==> config.mk <==
export PLATFORM = sky130hd
export DESIGN_NAME = branch_resolve_predict
export DESIGN_NICKNAME = d
export VERILOG_FILES = /design/src/rtl/branch_resolve_predict.sv
export SDC_FILE = /design/constraint.sdc
export NUM_CORES = 1
export LEC_CHECK = 0
export ABC_AREA = 1
export BUFFER_PORTS_ARGS = -buffer_cell sky130_fd_sc_hd__buf_2
export CORE_ASPECT_RATIO = 0.8
export CORE_MARGIN = 2
export CORE_UTILIZATION = 35
export CTS_CLUSTER_DIAMETER = 150
export CTS_CLUSTER_SIZE = 40
export DETAILED_ROUTE_END_ITERATION = 10
export PLACE_DENSITY = 0.76
export SLEW_MARGIN = 20
export SYNTH_ARGS = -nofsm -noshare
export SYNTH_HDL_FRONTEND = slang
export SYNTH_SLANG_ARGS = --single-unit
export TNS_END_PERCENT = 100
==> constraint.sdc <==
create_clock -name clk -period 1.7 [get_ports clk]
set_input_delay 0.34 -clock clk [delete_from_list [all_inputs] [get_ports clk]]
set_output_delay 0.34 -clock clk [all_outputs]
set_load 0.005 [all_outputs]
==> src/rtl/branch_resolve_predict.sv <==
// ID-stage branch condition resolver with a PC-indexed BHT of saturating counters,
// mispredict detection against the carried prediction, and saturating branch statistics.
module branch_resolve_predict #(
    parameter int ISA_WIDTH = 32,
    parameter int BHT_DEPTH = 16,
    parameter int CNT_W     = 2,
    parameter int STAT_W    = 16
) (
    input  logic                 clk,
    input  logic                 rst_n,
    input  logic                 stall,
    input  logic [ISA_WIDTH-1:0] if_pc,
    output logic                 predict_taken,
    input  logic                 id_valid,
    input  logic                 id_branch,
    input  logic [ISA_WIDTH-1:0] id_pc,
    input  logic                 id_predicted_taken,
    input  logic [2:0]           condition_type,
    input  logic [ISA_WIDTH-1:0] read_data_1,
    input  logic [ISA_WIDTH-1:0] read_data_2,
    output logic                 condition_result,
    output logic                 mispredict,
    output logic [STAT_W-1:0]    branch_count,
    output logic [STAT_W-1:0]    mispredict_count
);
    localparam int IDX_W = $clog2(BHT_DEPTH);
    // Weakly-not-taken: MSB clear, all lower bits set (0 when CNT_W is 1).
    localparam int WEAK_NT_I = (1 << (CNT_W - 1)) - 1;
    localparam logic [CNT_W-1:0] WEAK_NT = WEAK_NT_I[CNT_W-1:0];

    function automatic logic [CNT_W-1:0] cnt_inc(input logic [CNT_W-1:0] c);
        return (&c) ? c : c + CNT_W'(1);
    endfunction

    function automatic logic [CNT_W-1:0] cnt_dec(input logic [CNT_W-1:0] c);
        return (c == '0) ? c : c - CNT_W'(1);
    endfunction

    function automatic logic [STAT_W-1:0] stat_inc(input logic [STAT_W-1:0] s);
        return (&s) ? s : s + STAT_W'(1);
    endfunction

    logic [CNT_W-1:0]  bht_q [BHT_DEPTH];
    logic [CNT_W-1:0]  bht_d [BHT_DEPTH];
    logic [STAT_W-1:0] branch_count_q, branch_count_d;
    logic [STAT_W-1:0] mispredict_count_q, mispredict_count_d;

    logic [IDX_W-1:0] if_idx, id_idx;
    logic             rs_neg, rs_zero, upd;
    logic             unused_pc_bits;

    assign if_idx  = if_pc[IDX_W+1:2];
    assign id_idx  = id_pc[IDX_W+1:2];
    assign rs_neg  = read_data_1[ISA_WIDTH-1];
    assign rs_zero = (read_data_1 == '0);
    assign unused_pc_bits = ^{if_pc[ISA_WIDTH-1:IDX_W+2], if_pc[1:0],
                              id_pc[ISA_WIDTH-1:IDX_W+2], id_pc[1:0]};

    always_comb begin
        condition_result = 1'b0;
        case (condition_type)
            3'b000: condition_result = (read_data_1 == read_data_2);
            3'b001: condition_result = (read_data_1 != read_data_2);
            3'b010: condition_result = rs_neg | rs_zero;
            3'b011: condition_result = ~rs_neg & ~rs_zero;
            3'b100: condition_result = rs_neg;
            3'b101: condition_result = ~rs_neg;
            3'b110: condition_result = 1'b1;
            default: condition_result = 1'b0;
        endcase
    end

    assign mispredict    = id_valid & id_branch & (condition_result != id_predicted_taken);
    assign upd           = id_valid & id_branch & ~stall;
    // Lookup reads the registered table only, so a same-index write shows next cycle.
    assign predict_taken = bht_q[if_idx][CNT_W-1];

    always_comb begin
        bht_d              = bht_q;
        branch_count_d     = branch_count_q;
        mispredict_count_d = mispredict_count_q;
        if (upd) begin
            bht_d[id_idx]  = condition_result ? cnt_inc(bht_q[id_idx]) : cnt_dec(bht_q[id_idx]);
            branch_count_d = stat_inc(branch_count_q);
            if (mispredict) begin
                mispredict_count_d = stat_inc(mispredict_count_q);
            end
        end
    end

    always_ff @(posedge clk) begin
        if (!rst_n) begin
            for (int i = 0; i < BHT_DEPTH; i++) begin
                bht_q[i] <= WEAK_NT;
            end
            branch_count_q     <= '0;
            mispredict_count_q <= '0;
        end else begin
            bht_q              <= bht_d;
            branch_count_q     <= branch_count_d;
            mispredict_count_q <= mispredict_count_d;
        end
    end

    assign branch_count     = branch_count_q;
    assign mispredict_count = mispredict_count_q;
endmodule

== Word level (Yosys, flattened, before mapping) ==
Index checks and enable logic that the tools add are counted.

* Flip-flop bits (word level): 64
* Output and inout port bits: 35
* Word-level logic and storage cells: 68

* Add/subtract/negate cells: 4
* Order comparisons: 3
* Eq/ne operators: 9
* Mux-type cells: 13
* Bitwise logic cells: 12
* Reductions and logical operators: 9

{| class="wikitable"
|+ Operator list
! kind !! count
|-
| 16-bit by 1-bit adder with 16-bit output, second input constant || 2
|-
| 32-bit bitwise mux || 1
|-
| 32-bit equality test || 1
|-
| 32-bit zero test || 1
|-
| 32-bit inequality test || 1
|-
| 16-bit AND reduction || 2
|-
| 2-bit binary-select mux with 4-bit select || 2
|-
| 2-bit two-way mux || 8
|-
| 5-bit greater-or-equal comparator, second input constant || 2
|-
| 4-bit inverter with 5-bit output || 2
|-
| 3-bit equality test, second input constant || 3
|-
| 2-bit demux with 4-bit select || 1
|-
| 1-bit one-hot mux with 7 select lines || 1
|-
| 3-bit by 2-bit equality test with 1-bit output, second input constant || 2
|-
| 5-bit by 1-bit less-than comparator with 1-bit output, second input constant || 1
|-
| 1-bit inverter || 5
|-
| 1-bit AND || 4
|-
| 2-bit AND reduction || 2
|-
| 3-bit by 1-bit equality test with 1-bit output, second input constant || 1
|-
| 3-bit zero test || 1
|-
| 3-bit AND reduction || 1
|-
| 2-bit by 1-bit adder with 2-bit output, second input constant || 1
|-
| 2-bit zero test || 1
|-
| 2-bit by 1-bit subtractor with 2-bit output, second input constant || 1
|-
| other kinds (3) || 3
|}

== Depth between registers and ports, before layout ==
Gate-level depths: netlist of the first run.

* Depth after elaboration: 8
* Gate-level depth with buffers: 18
* Gate-level depth less buffers: 17

== Worst setup path after synthesis of the first run ==
No wires, ideal clock.

* Path kind: register to register
* From: register mispredict_count_q[0], in the netlist mispredict_count[0]
* To: register mispredict_count_q[6], in the netlist mispredict_count[6]
* Arrival time: 1.693 ns
* Data required time: 1.585 ns
* Slack: -0.108 ns
* Stages on the path, launching flop included: 14
* Buffers on the path: 1
* Path through: dfxtp_1 -> ha_1 -> nand2_1 -> inv_1 -> nand4_1 -> nor2_1 -> nand4_1 -> inv_1 -> nand4_1 -> inv_1 -> nor2_8 -> buf_6 -> a21oi_1 -> nor2_1

* Word-level cells in the longest chain between the ends: 3
* Elaborated cells between the ends (all ways): 4

{| class="wikitable"
|+ Ends and longest elaborated chain
! element !! RTL line !! text
|-
| start, declared || 46 || <nowiki>logic [STAT_W-1:0] mispredict_count_q, mispredict_count_d;</nowiki>
|-
| start signal, assigned || 101 || <nowiki>mispredict_count_q <= mispredict_count_d;</nowiki>
|-
| branches (longest 3 deep; another with 16-bit by 1-bit adder with 16-bit output) || -- ||
|}

Several ways; the timed one is not identified.
A chain may end at the register's enable or synchronous reset.

== Worst setup path after layout of the first run ==
* From: input port read_data_1[6]
* To: output port condition_result

* Word-level cells in the longest chain between the ends: 4
* Elaborated cells between the ends (all ways): 7

{| class="wikitable"
|+ Ends and longest elaborated chain
! element !! RTL line !! text
|-
| start, declared || 19 || <nowiki>input logic [ISA_WIDTH-1:0] read_data_1,</nowiki>
|-
| 32-bit zero test || 55 || <nowiki>assign rs_zero = (read_data_1 == '0);</nowiki>
|-
| 1-bit inverter || 65 || <nowiki>3'b011: condition_result = ~rs_neg & ~rs_zero;</nowiki>
|-
| 1-bit AND || 65 ||
|-
| 1-bit one-hot mux with 7 select lines (*) || 61 || <nowiki>case (condition_type)</nowiki>
|-
| end, declared || 21 || <nowiki>output logic condition_result,</nowiki>
|}

Every way passes the cells marked *; elsewhere a longest branch is shown, timed or not.

==> flow_metrics.tcl, run 1 <==
set metrics [dict create \
    outcome "finished with violations" \
    violations "negative setup slack" \
    htree_num_levels 3 \
    grtUsageMet1_pct 28.8 \
    crit_arrival_ns 1.59 \
    dp.final_hpwl_um 8940 \
    ys_seq_area_share_pct 33.0 \
    tightest_slew_ns 0.535 \
    fmax_mhz 519 \
    grt_usage_pct 20.3 \
    required_ns 1.36 \
    layout.nets 934 \
    routed_via_density 4.98 \
    netlist_area_mm2 0.00388 \
    powerDensity_mw_per_mm2 663 \
    synth_edf_count 0 \
    maxCapViolCount 0 \
    clock_latency_ns 0.33 \
    finalHoldViolCount 0 \
    drt_wl_total_um 12400 \
    netlist_instances 611 \
    hp-class "in2reg" \
    via_count 4694 \
    holdPathStages 3 \
    synth_ff_type "dfxtp_1" \
    slew_viol_final 0 \
    dieHeight_um 98.2 \
    drcViolationCount 0 \
    setup_slack_ns -0.226 \
    grt_util_met2_pct 31.1 \
    min_period_ns 1.93 \
    drt_first_iter_violations 271 \
    antenna_found_initial 0 \
    portBuffers 115 \
    initial_core_util_pct 35.8 \
    busiest_layer "met2" \
    grtUsageMet3_pct 4.56 \
    n_antenna_cell 0 \
    grt_max_degree 24 \
    yosys_warnings 0 \
    ys_top_cells_by_area "dfxtp_1 (33%), nand2_1 (13%), nor2_1 (10%)" \
    finalSetupViolCount 19 \
    ys_ff_latch 64 \
    stdcell_area_mm2 0.00600 \
    grt.overflow.total 0 \
    crit_type "in2out" \
    leakage_nw 2.70 \
    finalCritPeriodShare_pct 113 \
    grt_first_pass_wirelength_um 19600 \
    rsz0062_at_grt "true" \
    crit_fanout 3 \
    dieArea_mm2 0.0120 \
    reg2reg_depth 13 \
    critPathCaptureType "primary output" \
    cts_tree "built" \
    post_drt_wl_per_cell_um 13.2 \
    ir_drop_mv 0.427 \
    start_kind "input pin" \
    cts_hold_buf 0 \
    cts_buffers 9 \
    slew_headroom_pct 64.1 \
    avgSynthCellArea_um2 6.36 \
    synthTopCellsByCount "nand2_1 (130), nor2_1 (106), inv_1 (66), dfxtp_1 (64), nand3_1 (51)" \
    boundaryPins 172 \
    numClockSinks 64 \
    fillCellCount 1051 \
    area_growth_pct 54.6 \
    synthArstFlopShare_pct 0 \
    rrSetupSlack_ns -0.21 \
    fin_skew_ns 0.00529 \
    postRouteAntennaNets 0 \
    path_clk_slew_ns 0.05 \
    fin_hold_ws_ns 0.400 \
    drt-pass1-iter-count 5 \
    row_count 34 \
    cts_root_buffer "clkbuf_16" \
    synth_top_area_share_pct 33.0 \
    syn-num-nets 750 \
    place_congestion 0.905 \
    grt_pass1_vias 4097 \
    drive_above_1_share_pct 38.1 \
    postPlaceCellArea_mm2 0.00506 \
    synth_top_cell_by_area "dfxtp_1" \
    synth_cell_type_count 33 \
    synth.most_common_cell "nand2_1" \
    cts_buffer_depth 2 \
    die_w_um 122 \
    core-area_mm2 0.0108 \
]
[final cells by class]
cell class	instances	area (um^2)	area share, %
flip-flops and latches	64	1290	21.6
clock buffers	12	278	4.63
inverters	70	274	4.56
repair buffers	183	1250	20.8
well taps	144	180	3.00
clock inverters	2	12.5	0.208
multi-input cells	467	2720	45.3
[logic make-up (layout without fill, tap and decap cells)]
group | after synthesis | after routing | synth area share, %
compound gates | 112 | 113 | 16.2
simple gates | 327 | 327 | 36.2
flops | 64 | 64 | 33.0
xor+xnor | 25 | 25 | 5.64
fa+ha+maj | 2 | 2 | 0.644
buf+inv | 81 | 267 | 8.28
[power breakdown]
part / internal [mW] / switching (mW) / leakage, nW / total, mW
registers: 1.51 / 0.00791 / 0.521 / 1.52
logic: 0.321 / 0.366 / 2.03 / 0.687
clock network: 1.14 / 0.638 / 0.142 / 1.77
[worst max-delay path, stage by stage]
cell and delay (ns):
buf_8 0.10, xnor2_2 0.15, nand2_1 0.07, nor2_1 0.11
nand2_1 0.07, nor2_2 0.16, nand3_1 0.11, nand2_2 0.10
nand2_2 0.07, buf_4 0.16, buf_2 0.14
[sequential cells by signal, indices dropped and copies added, names as in the netlist]
name              flops
mispredict_count     16
bht_q                32
branch_count         16
[through the flow]
step	instances	power [mW]	TNS (ns)	util, %	setup WS, ns
floorplan	611	1.84	-0.501	-	-0.0631
global placement	914	2.09	-17.49	46.6	-0.406
global route	942	4.14	-7.22	55.3	-0.348
finish	942	3.98	-3.41	55.3	-0.226
detailed placement	914	2.10	-18.96	46.6	-0.440
CTS	938	3.92	-2.80	51.6	-0.223
[path summary, 6_finish.rpt]
check | start | to
setup / recovery | read_data_1[6] | condition_result
hold / removal | rst_n | branch_count[13]
setup reg to reg | mispredict_count[1] | mispredict_count[3]
hold reg to reg | branch_count[12] | branch_count[12]
[placed cells by master, fill, tap and decap left out, types with 10 or more instances in the layout]
master     instances
nand2_1          120
buf_2            103
nor2_1            87
buf_4             62
inv_1             57
dfxtp_1           56
nand3_1           46
o21ai_0           46
a21oi_1           26
xnor2_1           17
nor2_2            16
nand4_1           11
a21oi_2           11
clkbuf_16         11
nor3_1            10
[repair_timing]
item / CTS / global route
cloned: 2 / 1
hold endpoints to repair: 0 / 0
pin swaps: 24 / 47
endpoints found under the setup margin: 39 / 59
buffers inserted: 8 / 3
resized for setup: 43 / 87
[per-layer routing]
metal	vias to the layer above	share of wire (%)	routed length (um)
met1	2143	47	5840
met4	0	1.2	147
met3	15	5.5	684
met5	-	0	0
li1	2385	-	-
met2	151	46	5750
Note: power is estimated with default switching activity, not from simulation.
==> inputs of run 2 (changes only) <==
--- a/config.mk
+++ b/config.mk
@@ -8,7 +8,7 @@
 export ABC_AREA = 1
 export BUFFER_PORTS_ARGS = -buffer_cell sky130_fd_sc_hd__buf_2
 export CORE_ASPECT_RATIO = 0.8
-export CORE_MARGIN = 2
+export CORE_MARGIN = 1.5
 export CORE_UTILIZATION = 35
 export CTS_CLUSTER_DIAMETER = 150
 export CTS_CLUSTER_SIZE = 40
==> run 2 against run 1 <==
- the flow still finishes with violations (negative setup slack)
- largest power group unchanged
- global-route usage up 0.83 points
- non-clock buffer count increased by 3
- utilization is 1.5 points higher
- setup slack worse by 0.014 ns
- combinational power increased by 7.1%
- sequential cell count stayed put
- maximum frequency shrank 0.73%
- total power increased by 1.4%
- routed wire length is 5.4% higher
==> flow_metrics.tcl, run 2 (synthesis gave the netlist of run 1 again) <==
set metrics [dict create \
    cts_buffers 9 \
    cts_buffer_depth 2 \
    violations "negative setup slack" \
    utilization_pct 56.9 \
    leakage_nw 2.80 \
    critPathCaptureType "primary output" \
    grt_pass1_vias 4310 \
    core-area_mm2 0.0108 \
    cp_slowest_cell "nor2_2" \
    cts_tree "built" \
    cts_hold_buf 0 \
    die_w_um 121 \
    place_congestion 0.924 \
    seqCellArea_mm2 0.00130 \
    grt_usage_pct 21.2 \
    fin_skew_ns 0.00712 \
    post_drt_wl_per_cell_um 13.8 \
    timing.rr.end "mispredict_count[2]" \
    r2r_start "mispredict_count[1]" \
    row_count 34 \
    largest_reg_flops 32 \
    grt_first_pass_wirelength_um 20000 \
    drt-pass1-iter-count 5 \
    outcome "finished with violations" \
    crit_arrival_ns 1.60 \
    path_depth 13 \
    endpoint "mispredict" \
    hp-class "in2reg" \
    dieArea_mm2 0.0117 \
    fillCellCount 1005 \
    top_register "bht_q" \
    crit_start "read_data_1[7]" \
    drt_first_iter_violations 315 \
    grt_max_degree 24 \
    numClockSinks 64 \
    start_kind "input pin" \
    boundaryPins 172 \
    clock_latency_ns 0.33 \
    maxCapViolCount 0 \
    tightest_slew_ns 0.462 \
    crit_fanout 2 \
    powerDensity_mw_per_mm2 654 \
    drcViolationCount 0 \
    initial_core_util_pct 35.8 \
    via_count 4788 \
    final_common_cell "nand2_1" \
    crit_family "simple AND/OR/NAND/NOR gates" \
    postRouteAntennaNets 0 \
    dp.final_hpwl_um 8820 \
    cts_root_buffer "clkbuf_16" \
    critPathBufInv 3 \
    grt.overflow.total 0 \
    mostFrequentLayoutCells "nand2_1 (119), nor2_1 (92), buf_2 (91), buf_4 (62), inv_1 (55)" \
    multiInputGateArea_mm2 0.00277 \
    slew_headroom_pct 69.2 \
    min_period_ns 1.94 \
    reg2reg_depth 14 \
    ir_drop_mv 0.502 \
    routed_via_density 5.06 \
    drt_wl_total_um 13100 \
    dieHeight_um 97.2 \
    finalHoldViolCount 0 \
    required_ns 1.36 \
    antenna_found_initial 0 \
    rsz0062_at_grt "true" \
    critPathMaxStageDelay_ns 0.15 \
    portBuffers 115 \
    htree_num_levels 3 \
    drive_above_1_share_pct 40.4 \
    power_mw 4.03 \
    layout.nets 937 \
    setup_slack_ns -0.240 \
    finalCritPeriodShare_pct 114 \
    n_antenna_cell 0 \
    crit_type "in2out" \
    slew_viol_final 0 \
    area_growth_pct 58.8 \
    crit_chain "buf_2 > nor2_1 > nand4_1 > nor2_2 > nand2_1 > nand3_1 > nand2_1 > nor2_2 > nand2_2 > nand2_2 > nand3_4 > inv_2 > buf_6" \
    rrSetupSlack_ns -0.19 \
    path_clk_slew_ns 0.05 \
    finalSetupViolCount 35 \
    fin_hold_ws_ns 0.442 \
    fmax_mhz 516 \
]
==> run 2: cell count changes in the layout (fill, tap and decap cells not counted), moves of 4 or more <==
cell	before	now
buf_2	103	91
buf_6	9	25
dfxtp_1	56	51
dfxtp_2	7	12
inv_2	9	14
nand3_1	46	33
nand3_2	4	17
nor2_1	87	92
nor2_2	16	12
==> run 2: how the worst min path moves through the flow <==
stage | start | to | cells past startpoint
2_1_floorplan | bht_q[12] | bht_q[12] | 2
3_3_place_gp | bht_q[24] | bht_q[24] | 2
3_5_place_dp | branch_count[4] | branch_count[4] | 1
4_1_cts | rst_n | bht_q[30] | 2
5_1_grt | rst_n | bht_q[30] | 2
6_report | rst_n | bht_q[30] | 2
==> run 2: stage by stage <==
stage	setup TNS, ns	setup WS [ns]	instances	area [um^2]
3_5_place_dp	-16.08	-0.370	914	5070
2_1_floorplan	-0.501	-0.0631	611	3910
4_1_cts	-2.04	-0.170	937	5670
3_3_place_gp	-16.61	-0.371	914	5070
5_1_grt	-9.08	-0.364	946	6170
6_report	-3.86	-0.240	946	6170
==> run 2: layout make-up <==
class	instances	share of cell area (%)
clock buffers	9	3.65
clock inverters	6	0.974
inverters	70	4.26
multi-input cells	467	44.9
flip-flops and latches	64	21.1
well taps	144	2.92
repair buffers	186	22.3
==> run 2: what timing repair did <==
| item | CTS | global route |
|---|---|---|
| endpoints found under the setup margin | 35 | 62 |
| gates resized for setup | 47 | 105 |
| setup buffers | 7 | 6 |
| cloned | 1 | 3 |
| pin swaps | 38 | 34 |
==> run 2: routing by layer <==
layer  routed length, um  GRT usage (%)
met1                5790           28.2
met2                6000           32.7
met3                 877           5.05
met4                 418           8.78
met5                   0              0
==> run 2: power by group <==
part	switching [mW]	leakage [nW]	internal, mW
Sequential	0.00804	0.523	1.51
Clock	0.661	0.145	1.12
Combinational	0.376	2.14	0.360
